==> config.mk <==
export PLATFORM = sky130hd
export DESIGN_NAME = rpn_operand_stack
export DESIGN_NICKNAME = d
export VERILOG_FILES = /design/src/rtl/rpn_operand_stack.sv
export SDC_FILE = /design/constraint.sdc
export NUM_CORES = 1
export LEC_CHECK = 0
export ABC_AREA = 1
export CAP_MARGIN = 20
export CORE_MARGIN = 2
export CORE_UTILIZATION = 36
export CTS_CLUSTER_DIAMETER = 80
export DETAILED_ROUTE_END_ITERATION = 7
export GPL_ROUTABILITY_DRIVEN = 0
export PLACE_DENSITY = 0.73
export SLEW_MARGIN = 20
export SYNTH_ARGS = -nofsm -noshare
export SYNTH_HDL_FRONTEND = slang
export SYNTH_SLANG_ARGS = --single-unit
==> constraint.sdc <==
create_clock -name clk -period 1.6 [get_ports clk]
set_clock_uncertainty 0.1 [all_clocks]
set_input_delay 0.32 -clock clk [delete_from_list [all_inputs] [get_ports clk]]
set_output_delay 0.32 -clock clk [all_outputs]
set_load 0.01 [all_outputs]
==> src/rtl/rpn_operand_stack.sv <==
// ---------------------------------------------------------------------------
// rpn_operand_stack
//
// Parametrised operand stack for the RPN ALU. It sits between the debounced
// keypad/switch front end and the ALU operand inputs. It supports push, pop,
// swap-top (push and pop together) and reduce (pop two, push the ALU result).
// It also tracks occupancy, raises full/empty flags, emits one-cycle error
// pulses for rejected or illegal commands, and emits an exec_pulse when a push
// brings the occupancy to EXEC_COUNT.
//
// Parameters
//   WIDTH       bits per operand
//   DEPTH       number of entries (>= 2)
//   EXEC_COUNT  occupancy that fires exec_pulse on a push (1..DEPTH)
//   OVF_SHIFT   0: push when full is rejected; 1: bottom entry is discarded
//
// Ports
//   clk            rising-edge clock
//   reset          asynchronous, active-high; clears all state
//   push_en        push data_in onto the top
//   pop_en         remove the top entry
//   reduce_en      replace the top two entries with result_in
//   data_in        operand to push
//   result_in      ALU result used by reduce
//   stack_flat     entry i at [i*WIDTH +: WIDTH], entry 0 is the top
//   count          number of valid entries, 0..DEPTH
//   empty          count == 0
//   full           count == DEPTH
//   exec_pulse     one-cycle pulse after a push that reaches EXEC_COUNT
//   overflow_err   one-cycle pulse on a rejected push
//   underflow_err  one-cycle pulse on an illegal pop or reduce
// ---------------------------------------------------------------------------
module rpn_operand_stack #(
  parameter int WIDTH      = 8,
  parameter int DEPTH      = 3,
  parameter int EXEC_COUNT = 3,
  parameter bit OVF_SHIFT  = 1'b0
) (
  input  logic                         clk,
  input  logic                         reset,
  input  logic                         push_en,
  input  logic                         pop_en,
  input  logic                         reduce_en,
  input  logic [WIDTH-1:0]             data_in,
  input  logic [WIDTH-1:0]             result_in,
  output logic [WIDTH*DEPTH-1:0]       stack_flat,
  output logic [$clog2(DEPTH+1)-1:0]   count,
  output logic                         empty,
  output logic                         full,
  output logic                         exec_pulse,
  output logic                         overflow_err,
  output logic                         underflow_err
);

  localparam int CW = $clog2(DEPTH+1);
  localparam logic [CW-1:0] DEPTH_C = CW'(DEPTH);
  localparam logic [CW-1:0] EXEC_C  = CW'(EXEC_COUNT);
  localparam logic [CW-1:0] ONE_C   = CW'(1);
  localparam logic [CW-1:0] TWO_C   = CW'(2);

  typedef enum logic [2:0] {
    OP_IDLE,
    OP_PUSH,
    OP_POP,
    OP_SWAP,
    OP_REDUCE
  } op_t;

  op_t              op;
  logic [WIDTH-1:0] entry_q [DEPTH];
  logic [WIDTH-1:0] entry_d [DEPTH];
  logic [CW-1:0]    count_d;
  logic             exec_d;
  logic             ovf_d;
  logic             udf_d;

  // Resolve the simultaneous strobes into one operation. Push together with
  // pop on an empty stack has nothing to swap, so it degrades to a plain push.
  always_comb begin
    op = OP_IDLE;
    if (reduce_en) begin
      op = OP_REDUCE;
    end else if (push_en && pop_en) begin
      op = (count == '0) ? OP_PUSH : OP_SWAP;
    end else if (pop_en) begin
      op = OP_POP;
    end else if (push_en) begin
      op = OP_PUSH;
    end
  end

  // Next-state computation. Every shift that vacates the bottom slot loads a
  // zero there, so slots at or beyond count always read 0. A reduce consumes
  // the top two operands and pushes one result. The result therefore sits
  // directly above what used to be the third entry.
  always_comb begin
    entry_d = entry_q;
    count_d = count;
    exec_d  = 1'b0;
    ovf_d   = 1'b0;
    udf_d   = 1'b0;
    case (op)
      OP_PUSH: begin
        if (count != DEPTH_C || OVF_SHIFT) begin
          entry_d[0] = data_in;
          for (int i = 1; i < DEPTH; i++) begin
            entry_d[i] = entry_q[i-1];
          end
          if (count != DEPTH_C) begin
            count_d = count + ONE_C;
          end
          exec_d = (count_d == EXEC_C);
        end else begin
          ovf_d = 1'b1;
        end
      end
      OP_POP: begin
        if (count != '0) begin
          for (int i = 0; i < DEPTH-1; i++) begin
            entry_d[i] = entry_q[i+1];
          end
          entry_d[DEPTH-1] = '0;
          count_d = count - ONE_C;
        end else begin
          udf_d = 1'b1;
        end
      end
      OP_SWAP: begin
        entry_d[0] = data_in;
      end
      OP_REDUCE: begin
        if (count >= TWO_C) begin
          entry_d[0] = result_in;
          for (int i = 1; i < DEPTH-1; i++) begin
            entry_d[i] = entry_q[i+1];
          end
          entry_d[DEPTH-1] = '0;
          count_d = count - ONE_C;
        end else begin
          udf_d = 1'b1;
        end
      end
      default: begin
      end
    endcase
  end

  // State and registered outputs. Flags are derived from the next count so
  // they line up with the count they describe.
  always_ff @(posedge clk or posedge reset) begin
    if (reset) begin
      for (int i = 0; i < DEPTH; i++) begin
        entry_q[i] <= '0;
      end
      count         <= '0;
      empty         <= 1'b1;
      full          <= 1'b0;
      exec_pulse    <= 1'b0;
      overflow_err  <= 1'b0;
      underflow_err <= 1'b0;
    end else begin
      entry_q       <= entry_d;
      count         <= count_d;
      empty         <= (count_d == '0);
      full          <= (count_d == DEPTH_C);
      exec_pulse    <= exec_d;
      overflow_err  <= ovf_d;
      underflow_err <= udf_d;
    end
  end

  for (genvar g = 0; g < DEPTH; g++) begin : g_flat
    assign stack_flat[g*WIDTH +: WIDTH] = entry_q[g];
  end

endmodule

==> results.json <==
{
  "htreeDepth": 2,
  "synth-compound-area-share": 0.0166,
  "p_sw_frac": 0.387,
  "synth_xor_area_frac": 0,
  "comb_power_share": 0.499,
  "netlist_instances": 230,
  "setup_viol": 25,
  "io_pins": 52,
  "post-dp-hpwl_um": 3280,
  "rsz0062_at_grt": "yes",
  "grt_pass1_vias": 1708,
  "syn-cell-area_sq_um": 1660,
  "ant_nets": 0,
  "slew_viol_final": 0,
  "period_minus_slack_ns": 1.67,
  "peakVddDrop_mv": 0.689,
  "worst_ep_arrival_time_ns": 1.80,
  "p_leak_nw": 1.54,
  "clock.fmax_ghz": 0.600,
  "overflow": 0,
  "routed_wl_um": 5270,
  "die_h_um": 71.9,
  "worst_skew_pair.late_latency_ns": 0.28,
  "start_util": 0.378,
  "path_max_fanout": 8,
  "synthSimpleGateAreaFrac": 0.419,
  "die_area_sq_um": 5170,
  "ys_warn_count": 0,
  "power.internal_mw": 2.31,
  "die-width_um": 71.9,
  "wl_per_cell_um": 14.3,
  "cp.required_ns": 1.73,
  "antenna_found_initial": 0,
  "grt_max_degree": 32,
  "areaGrowthSynthToFinish_pct": 67.6,
  "grt_first_pass_wirelength_um": 7850,
  "tightest_slew_ns": 0.298,
  "clockPowerShare": 0.166,
  "fin_util": 0.634,
  "routed_via_density": 4.84,
  "hold_class": "in2async",
  "cts_max_path_buffers": 2,
  "numCtsBuffers": 5,
  "end_kind": "flip-flop",
  "drv_cap": 0,
  "drcViolationCount": 0,
  "drt_pass1_iterations": 4,
  "drive_gt1_frac": 0.271,
  "synth_seq_area_share": 0.468,
  "cts_tree": "yes",
  "crit_type": "reg2reg",
  "finalHoldViolCount": 0,
  "core_area_sq_um": 4380,
  "via_count": 1785,
  "net-switching-power_mw": 1.46,
  "synthesis.nets": 255,
  "syn_area_per_cell_sq_um": 7.21,
  "antenna_cells": 0,
  "seqPwrFrac": 0.335,
  "cts.clk_slew.worst_paths_ns": 0.07,
  "rows": 24,
  "numPortBuffers": 51,
  "clock_sinks": 31,
  "yosysUniqueCellTypes": 22,
  "ys_seq_elements": 31,
  "synth_top_family_by_area": "simple AND/OR/NAND/NOR gates",
  "layout_setup_ws_ns": -0.0669,
  "setup_tns_ns": -1.03,
  "root_buffer": "clkbuf_8",
  "cellPowerDensity_nw_per_um2": 1350,
  "synthMuxAreaShare": 0,
  "relSlewSlack": 0.801,
  "drt_iter0_drc": 93,
  "failed_checks": "negative setup slack",
  "outcome": "finished, violations left",
  "yosys.area_share.adder": 0.0302,
  "crit_path_start_kind": "flip-flop",
  "grt.total_usage": 0.199,
  "fin_crit_sh": 1.04,
  "nNetsFinal": 342
}
==> layout make-up <==
cell class,instances,area [sq um]
tap,52,65.1
clock inverter,1,5.00
inverter,18,70.1
sequential,31,778
fill,381,1600
clock buffer,6,82.6
multi-input combinational,175,927
timing repair buffer,86,853
==> state kept, by name (all words and copies together) (netlist names) <==
signal,flops
underflow_err,1
stack_flat,24
exec_pulse,1
full,1
count,2
empty,1
overflow_err,1
==> repair_timing <==
| action | in CTS | in global routing |
|---|---|---|
| hold buffers | 0 | 0 |
| setup buffers | 3 | 3 |
| cloned | 0 | 2 |
| pin swaps | 2 | 17 |
| resized for setup | 38 | 38 |
| endpoints found under the setup margin | 52 | 27 |
==> stage by stage <==
stage	power [mW]	instance area, sq um	worst slack, ns	std cells	hold WS (ns)
global route	4.03	2780	-0.140	369	0.302
CTS	3.49	2570	-0.0309	364	0.271
floorplan	1.96	1670	0.00838	230	0.323
detailed placement	2.93	2450	-0.308	354	0.388
global placement	2.89	2450	-0.272	354	0.383
finish	3.77	2780	-0.0669	369	0.267
==> per-layer routing <==
metal	wire [um]	share of wire	global-route usage	up-vias
met4	45	0.0085	0.0713	0
met5	0	0	0	-
met2	2670	0.51	0.324	54
met3	271	0.051	0.0534	6
met1	2290	0.43	0.255	848
li1	-	-	-	877
==> Yosys cell counts <==
| library cell | count | share of area |
|---|---|---|
| ha_1 | 4 | 0.030 |
| nor2_1 | 11 | 0.025 |
| o21bai_2 | 1 | 0.0068 |
| nor3_2 | 1 | 0.0060 |
| and2_1 | 1 | 0.0038 |
| buf_6 | 1 | 0.0068 |
| inv_1 | 17 | 0.038 |
| nor2_4 | 1 | 0.0068 |
| nand3_2 | 2 | 0.012 |
| nand2_1 | 132 | 0.30 |
| a21oi_4 | 1 | 0.0098 |
| buf_2 | 1 | 0.0030 |
| nand3b_1 | 1 | 0.0045 |
| dfrtp_1 | 30 | 0.45 |
| nor3_1 | 1 | 0.0030 |
| dfstp_2 | 1 | 0.016 |
| clkbuf_1 | 1 | 0.0023 |
| nand3_1 | 17 | 0.051 |
| nand2_2 | 1 | 0.0038 |
| nor2_2 | 1 | 0.0038 |
| inv_2 | 1 | 0.0023 |
| buf_4 | 3 | 0.014 |
==> power by group through the flow <==
stage	sequential [mW]	clock, mW	combinational [mW]
CTS	1.25	0.643	1.59
floorplan	1.37	0	0.596
finish	1.26	0.626	1.88
global placement	1.28	0	1.61
global route	1.30	0.686	2.05
detailed placement	1.28	0	1.65
==> cell families after synthesis <==
group	Yosys count
and+or+nand+nor	169
buffers and inverters	24
DFF	31
AOI/OAI and AO/OA	2
adders and majority gates	4
==> worst max-delay path, stage by stage (launching register included) <==
cell       delay, ns
dfrtp_2         0.42
buf_6           0.13
inv_4           0.05
ha_4            0.14
nand2_1         0.07
nand2_2         0.10
nand3_4         0.10
buf_6           0.14
nand3_4         0.08
clkbuf_16       0.16
nand2_1         0.05
nand2_1         0.06
==> cell usage in the layout, fill, tap and decap left out <==
| cell | count |
|---|---|
| clkinv_2 | 1 |
| nand3b_1 | 1 |
| a21oi_4 | 1 |
| nand2_4 | 4 |
| nand2_1 | 114 |
| dfrtp_1 | 29 |
| nor2_1 | 10 |
| buf_12 | 4 |
| buf_6 | 6 |
| ha_1 | 2 |
| nand2_2 | 15 |
| o21bai_2 | 1 |
| dfstp_2 | 1 |
| clkdlybuf4s50_1 | 21 |
| clkbuf_16 | 2 |
| inv_4 | 1 |
| nand3_4 | 3 |
| clkbuf_8 | 6 |
| and2_1 | 1 |
| ha_4 | 2 |
| nor3_1 | 1 |
| nor2_4 | 2 |
| inv_2 | 4 |
| nor3_2 | 1 |
| nor2_2 | 1 |
| inv_1 | 13 |
| dlymetal6s2s_1 | 3 |
| dlygate4sd2_1 | 26 |
| dfrtp_2 | 1 |
| nand3_1 | 10 |
| buf_4 | 24 |
| nand3_2 | 6 |
==> path summary, 6_finish.rpt <==
kind / to / depth (start not counted) / startpoint / slack (ns)
worst max-delay path: stack_flat[18] / 11 / count[1] / -0.07
max in group asynchronous: empty / 3 / reset / 0.89
worst min-delay path: exec_pulse / 3 / reset / 0.27
worst min register to register: stack_flat[21] / 2 / stack_flat[21] / 0.40
worst max register to register: stack_flat[18] / 11 / count[1] / -0.07
min in group clk: stack_flat[21] / 2 / stack_flat[21] / 0.40
No activity file was read; power rests on OpenSTA's default activity.
==> RTL edit 1: new RTL, config.mk and constraints unchanged <==
Change the parameter `OVF_SHIFT` from 1'b0 to 1'b1.
--- a/src/rtl/rpn_operand_stack.sv
+++ b/src/rtl/rpn_operand_stack.sv
@@ -34,7 +34,7 @@
   parameter int WIDTH      = 8,
   parameter int DEPTH      = 3,
   parameter int EXEC_COUNT = 3,
-  parameter bit OVF_SHIFT  = 1'b0
+  parameter bit OVF_SHIFT  = 1'b1
 ) (
   input  logic                         clk,
   input  logic                         reset,
Check against the original RTL: not equivalent (Yosys sat finds a counterexample within 10 cycles, from zero or initial values and one cycle with reset high).
==> RTL edit 1 against the original RTL <==
  * The run still ends with negative setup slack left
  * Worst hold slack got worse by 0.0024 ns
  * Wire length up 0.78%
  * Total power rose by 6.2%
  * Worst setup slack worse by 0.079 ns
  * Non-clock buffer count grew 1
  * Sequential cell count shrank 1
  * Final area decreased by 0.50%
  * Die area decreased by 3.1%
  * Utilization increased by 0.56 points
  * Clock power increased by 55%
  * Synthesized area shrank 3.2%
  * Count of clock-buffer cells in the layout unchanged
  * Largest power group unchanged
==> RTL edit 1: results (changes against the original RTL) <==
The run finished, with violations left. The final setup violation count was 26 (+4.0%). The final standard cell utilization of the core came to 64.0% (+0.56 points). The final reports fail on negative setup slack. The detailed-route wire length came to 5310 um (+0.78%). The final critical-path setup slack came out at -0.146 ns (-0.0794 ns).

The layout buffering overhead excluding clock cells came to 29.5% (-1.2 points). The leakage power total came out at 0.00147 uW (-4.8%). Among cell families on the critical path, the largest total delay comes from simple AND/OR/NAND/NOR gates. The overall fraction of global-route tracks in use came to 20.5% (+0.56 points). The share of final layout cell area taken by clock buffers and inverters came out at 5.15% (+2.0 points). The complex-gate fraction of the synthesized area is 5.22% (+3.6 points).

The terminus of the critical flop-to-flop path is stack_flat[3]. For the worst-skew pair, the clock arrives at the later sink with an insertion delay of 0.29 ns. The total power per unit cell area is 1440 mW/mm^2 (+6.7%). The die span in x is 70.8 um (-1.5%). The number of flip-flops in the largest register is 24 (unchanged). The area of placed instances came out at 0.00234 sq mm (-4.7%). The amount of wire on met3 after detailed routing is 292 um (+7.7%). The met3 usage in global routing came out at 4.70% (-0.64 points).

The synthesized-area fraction occupied by xor and xnor cells came to 0% (unchanged). The number of ordinary inverters in the final layout is 27 (+9). The combinational power came to 1830 uW (-3%).

The wire length of the first global-routing pass is 7800 um (-0.70%). The wire length on met2 came out at 2620 um (-1.9%). The met1 global-route usage came out at 26.0% (+0.55 points). The largest net degree at the start of global routing is 31 (-3.1%). The half-perimeter wire length of the detailed placement result was 3060 um (-6.9%). The switching share of power came out at 36.5% (-2.2 points). The ratio of cells with drive above 1 in the final layout came to 27.9% (+0.81 points). Sorting the synthesized cells by how often they occur yields sky130_fd_sc_hd__nand2_1, sky130_fd_sc_hd__dfrtp_1, sky130_fd_sc_hd__inv_1. The share of cell area taken by flip-flops and latches is 27.3% (-0.72 points). The final-layout fill cell count came to 366 (-3.9%).

The number of distinct library cells after synthesis is 18 (-18%). The wire length on met1 came out at 2270 um (-0.48%). The overall via count from detail_route is 1763 (-1.2%). The clock sink count came to 30 (-3.2%). The smallest hold slack came out at 0.265 ns (-0.00239 ns). In this run the critical register-to-register path is launched from count[1].

The clock transition at the register clock pins on the worst setup and hold paths after CTS came out at 0.07 ns (about the same). The number of signal-net buffers in the layout is 87 (+1.2%). The worst voltage drop across the vdd grid came out at 911 uV (+32%). The global routing usage on met2 was 33.0% (+0.61 points). In the post-synthesis netlist, the biggest area contributors are sky130_fd_sc_hd__dfrtp_1, sky130_fd_sc_hd__nand2_1, sky130_fd_sc_hd__inv_1. The multi-input combinational cell count came out at 163 (-6.9%). The count of routing violations after the opening detailed-route iteration came to 106 (+14%). The post-synthesis net count is 252 (-1.2%). The number of global-route vias before repair came out at 1616 (-5.4%). The sequential-to-total area share from yosys stat came out at 46.8% (about the same). The share of synthesized cell area in full adder, half adder and majority cells is 3.12% (+0.10 points). The number of port buffers is 50 (-2.0%). The count of cells along the worst register-to-register path is 10 (-1). The count of nets after finishing came out at 339 (-0.88%). The multiplexer share of the synthesized area came out at 0% (unchanged).

The sequential cell fraction of total power came out at 29.8% (-3.7 points). The proportion of cell area occupied by multi-input gates was 31.4% (-2.0 points).
## RTL edit 1: cell types whose count changed after synthesis, moves of 3 or more
cell,unedited run,this run
sky130_fd_sc_hd__nand3_1,17,14
sky130_fd_sc_hd__inv_1,17,25
sky130_fd_sc_hd__buf_2,1,6
sky130_fd_sc_hd__nor2_1,11,19
sky130_fd_sc_hd__nand2_1,132,104
sky130_fd_sc_hd__o21ai_0,0,14
## RTL edit 1: what timing repair did
item	4_1_cts	5_1_grt
gates resized for setup	44	41
gates cloned	2	1
hold buffers	0	0
pin swaps	12	26
setup endpoints to repair	43	28
buffers inserted	14	1
## RTL edit 1: through the flow
step	setup TNS [ns]	worst slack (ns)	instances
final	-1.64	-0.146	367
after global routing	-3.40	-0.244	367
after floorplan	0	0.0143	227
after detailed placement	-6.81	-0.272	342
after CTS	-0.656	-0.0479	366
after global placement	-5.91	-0.247	342
==> RTL edit 2: new RTL, config.mk and constraints unchanged <==
Made on the original files. Remove the register `underflow_err`: a continuous assignment takes its place, so the output `underflow_err` follows one clock earlier. Comments in the files are not updated.
--- a/src/rtl/rpn_operand_stack.sv
+++ b/src/rtl/rpn_operand_stack.sv
@@ -157,7 +157,6 @@
       full          <= 1'b0;
       exec_pulse    <= 1'b0;
       overflow_err  <= 1'b0;
-      underflow_err <= 1'b0;
     end else begin
       entry_q       <= entry_d;
       count         <= count_d;
@@ -165,9 +164,10 @@
       full          <= (count_d == DEPTH_C);
       exec_pulse    <= exec_d;
       overflow_err  <= ovf_d;
-      underflow_err <= udf_d;
     end
   end
+
+  assign underflow_err = udf_d;
 
   for (genvar g = 0; g < DEPTH; g++) begin : g_flat
     assign stack_flat[g*WIDTH +: WIDTH] = entry_q[g];
Check against the original RTL: not equivalent (a bounded check fails within 4 cycles, from zero or initial values and one cycle with reset high).
==> RTL edit 2 against the original RTL <==
  * Worst setup slack lost 0.034 ns
  * Highest routed layer unchanged
  * Sequential cell count is 1 lower
  * Synthesized area down 1.5%
  * The run still ends with negative setup slack left
  * Synthesized cell count shrank 0.43%
  * Total power is 3.1% lower
  * Wire length fell by 1.9%
  * Critical path depth is the same
  * Final area fell by 1.1%
==> RTL edit 2: results (changes against the original RTL) <==
The ratio of cells with drive above 1 in the final layout came to 29.8% (+2.7 points). The detail-routed via count per cell came to 4.84 (about the same). The arrival time at the worst endpoint came out at 1.77 ns (-0.03 ns). The largest net degree at the start of global routing came out at 25 (-22%). The final critical-path setup slack is -0.101 ns (-0.0339 ns).

The flow ran to the end, but the final reports show violations. The sequential-to-total area share from yosys stat came out at 46.0% (-0.81 points). The post-synthesis net count is 254 (-0.39%). The leading register cell type out of synthesis is sky130_fd_sc_hd__dfrtp_1. The half-perimeter wire length of the detailed placement result came out at 3410 um (+3.7%). The worst voltage drop across the vdd grid is 613 uV (-11%). Ranked by total cell area, the synthesized netlist is headed by sky130_fd_sc_hd__dfrtp_1, sky130_fd_sc_hd__nand2_1, sky130_fd_sc_hd__nand3_1.

The wire length of the first global-routing pass came out at 7940 um (+1.1%). The final reports fail on negative setup slack. By count the netlist is led by sky130_fd_sc_hd__nand2_1, sky130_fd_sc_hd__dfrtp_1, sky130_fd_sc_hd__inv_1, sky130_fd_sc_hd__nand3_1, sky130_fd_sc_hd__nor2_1. The cell internal power dissipation came to 2210 uW (-4.2%).

The leakage power total came to 0.00152 uW (-1.5%). The final-layout fill cell count was 379 (-0.52%). The count of nets after finishing is 343 (+0.29%). The overall fraction of global-route tracks in use came out at 20.0% (+0.14 points). The number of global-route vias before repair came out at 1732 (+1.4%). The worst slew slack as a fraction of its limit came out at 75.7% (-4.4 points). The final setup violation count came out at 17 (-32%). For this design, the slowest cell found on the critical path is sky130_fd_sc_hd__dfrtp_2. The clock transition at the register clock pins on the worst setup and hold paths after CTS came out at 0.06 ns. The worst setup path is launched from a flip-flop. The count of routing violations after the opening detailed-route iteration came out at 109 (+17%).
==> RTL edit 2: changes by cell type after synthesis <==
cell / change
sky130_fd_sc_hd__dfrtp_1: -1
==> RTL edit 2: stage by stage <==
step	instance area (sq um)	TNS [ns]	cells	setup slack (ns)	hold slack [ns]
3_3_place_gp	2420	-9.22	352	-0.452	0.381
5_1_grt	2750	-3.18	371	-0.165	0.249
6_report	2750	-1.46	371	-0.101	0.204
2_1_floorplan	1650	0	229	0.00779	0.310
4_1_cts	2600	-1.45	364	-0.155	0.206
3_5_place_dp	2420	-11.26	352	-0.500	0.385
==> RTL edit 2: cell type report <==
| cell class | count | area share (%) |
|---|---|---|
| Clock buffer | 7 | 3.14 |
| Clock inverter | 1 | 0.182 |
| Inverter | 18 | 2.55 |
| Multi-Input combinational cell | 175 | 34.2 |
| Sequential cell | 30 | 27.4 |
| Tap cell | 52 | 2.36 |
| Timing Repair Buffer | 88 | 30.2 |
==> RTL edit 2: routing by layer <==
| metal | up-vias | global-route usage (%) | routed length, um |
|---|---|---|---|
| li1 | 872 | - | - |
| met1 | 853 | 25.5 | 2170 |
| met2 | 57 | 32.1 | 2620 |
| met3 | 12 | 4.92 | 293 |
| met4 | 0 | 9.43 | 96 |
| met5 | - | 0 | 0 |
==> RTL edit 2: path summary, 6_finish.rpt <==
check	start	to	slack (ns)	cells after the start
setup / recovery	count[1]	stack_flat[23]	-0.10	11
max in group asynchronous	reset	count[1]	0.73	3
setup reg to reg	count[1]	stack_flat[23]	-0.10	11
hold reg to reg	stack_flat[21]	stack_flat[21]	0.41	2
min in group clk	stack_flat[21]	stack_flat[21]	0.41	2
hold / removal	reset	exec_pulse	0.20	2
==> RTL edit 2: kinds of logic (layout without fill, tap and decap cells) <==
logic type | count (synthesis) | in the layout | share of synthesized area, %
simple gates | 169 | 169 | 42.5
flops | 30 | 30 | 46.0
buf+inv | 24 | 114 | 6.74
fa+ha+maj | 4 | 4 | 3.06
compound gates | 2 | 2 | 1.68
==> RTL edit 2: power by group through the flow <==
stage               Sequential, uW  Clock [uW]  Combinational [uW]
floorplan                     1330           0                 610
global placement              1240           0                1610
detailed placement            1240           0                1650
CTS                           1220         642                1600
global route                  1290         673                1920
finish                        1260         627                1760
==> RTL edit 2: what timing repair did <==
action	in CTS	in global routing
pin swaps	2	27
hold buffers	0	0
setup endpoints to repair	53	27
buffers inserted	3	9
gates cloned	1	2
resized for setup	50	38
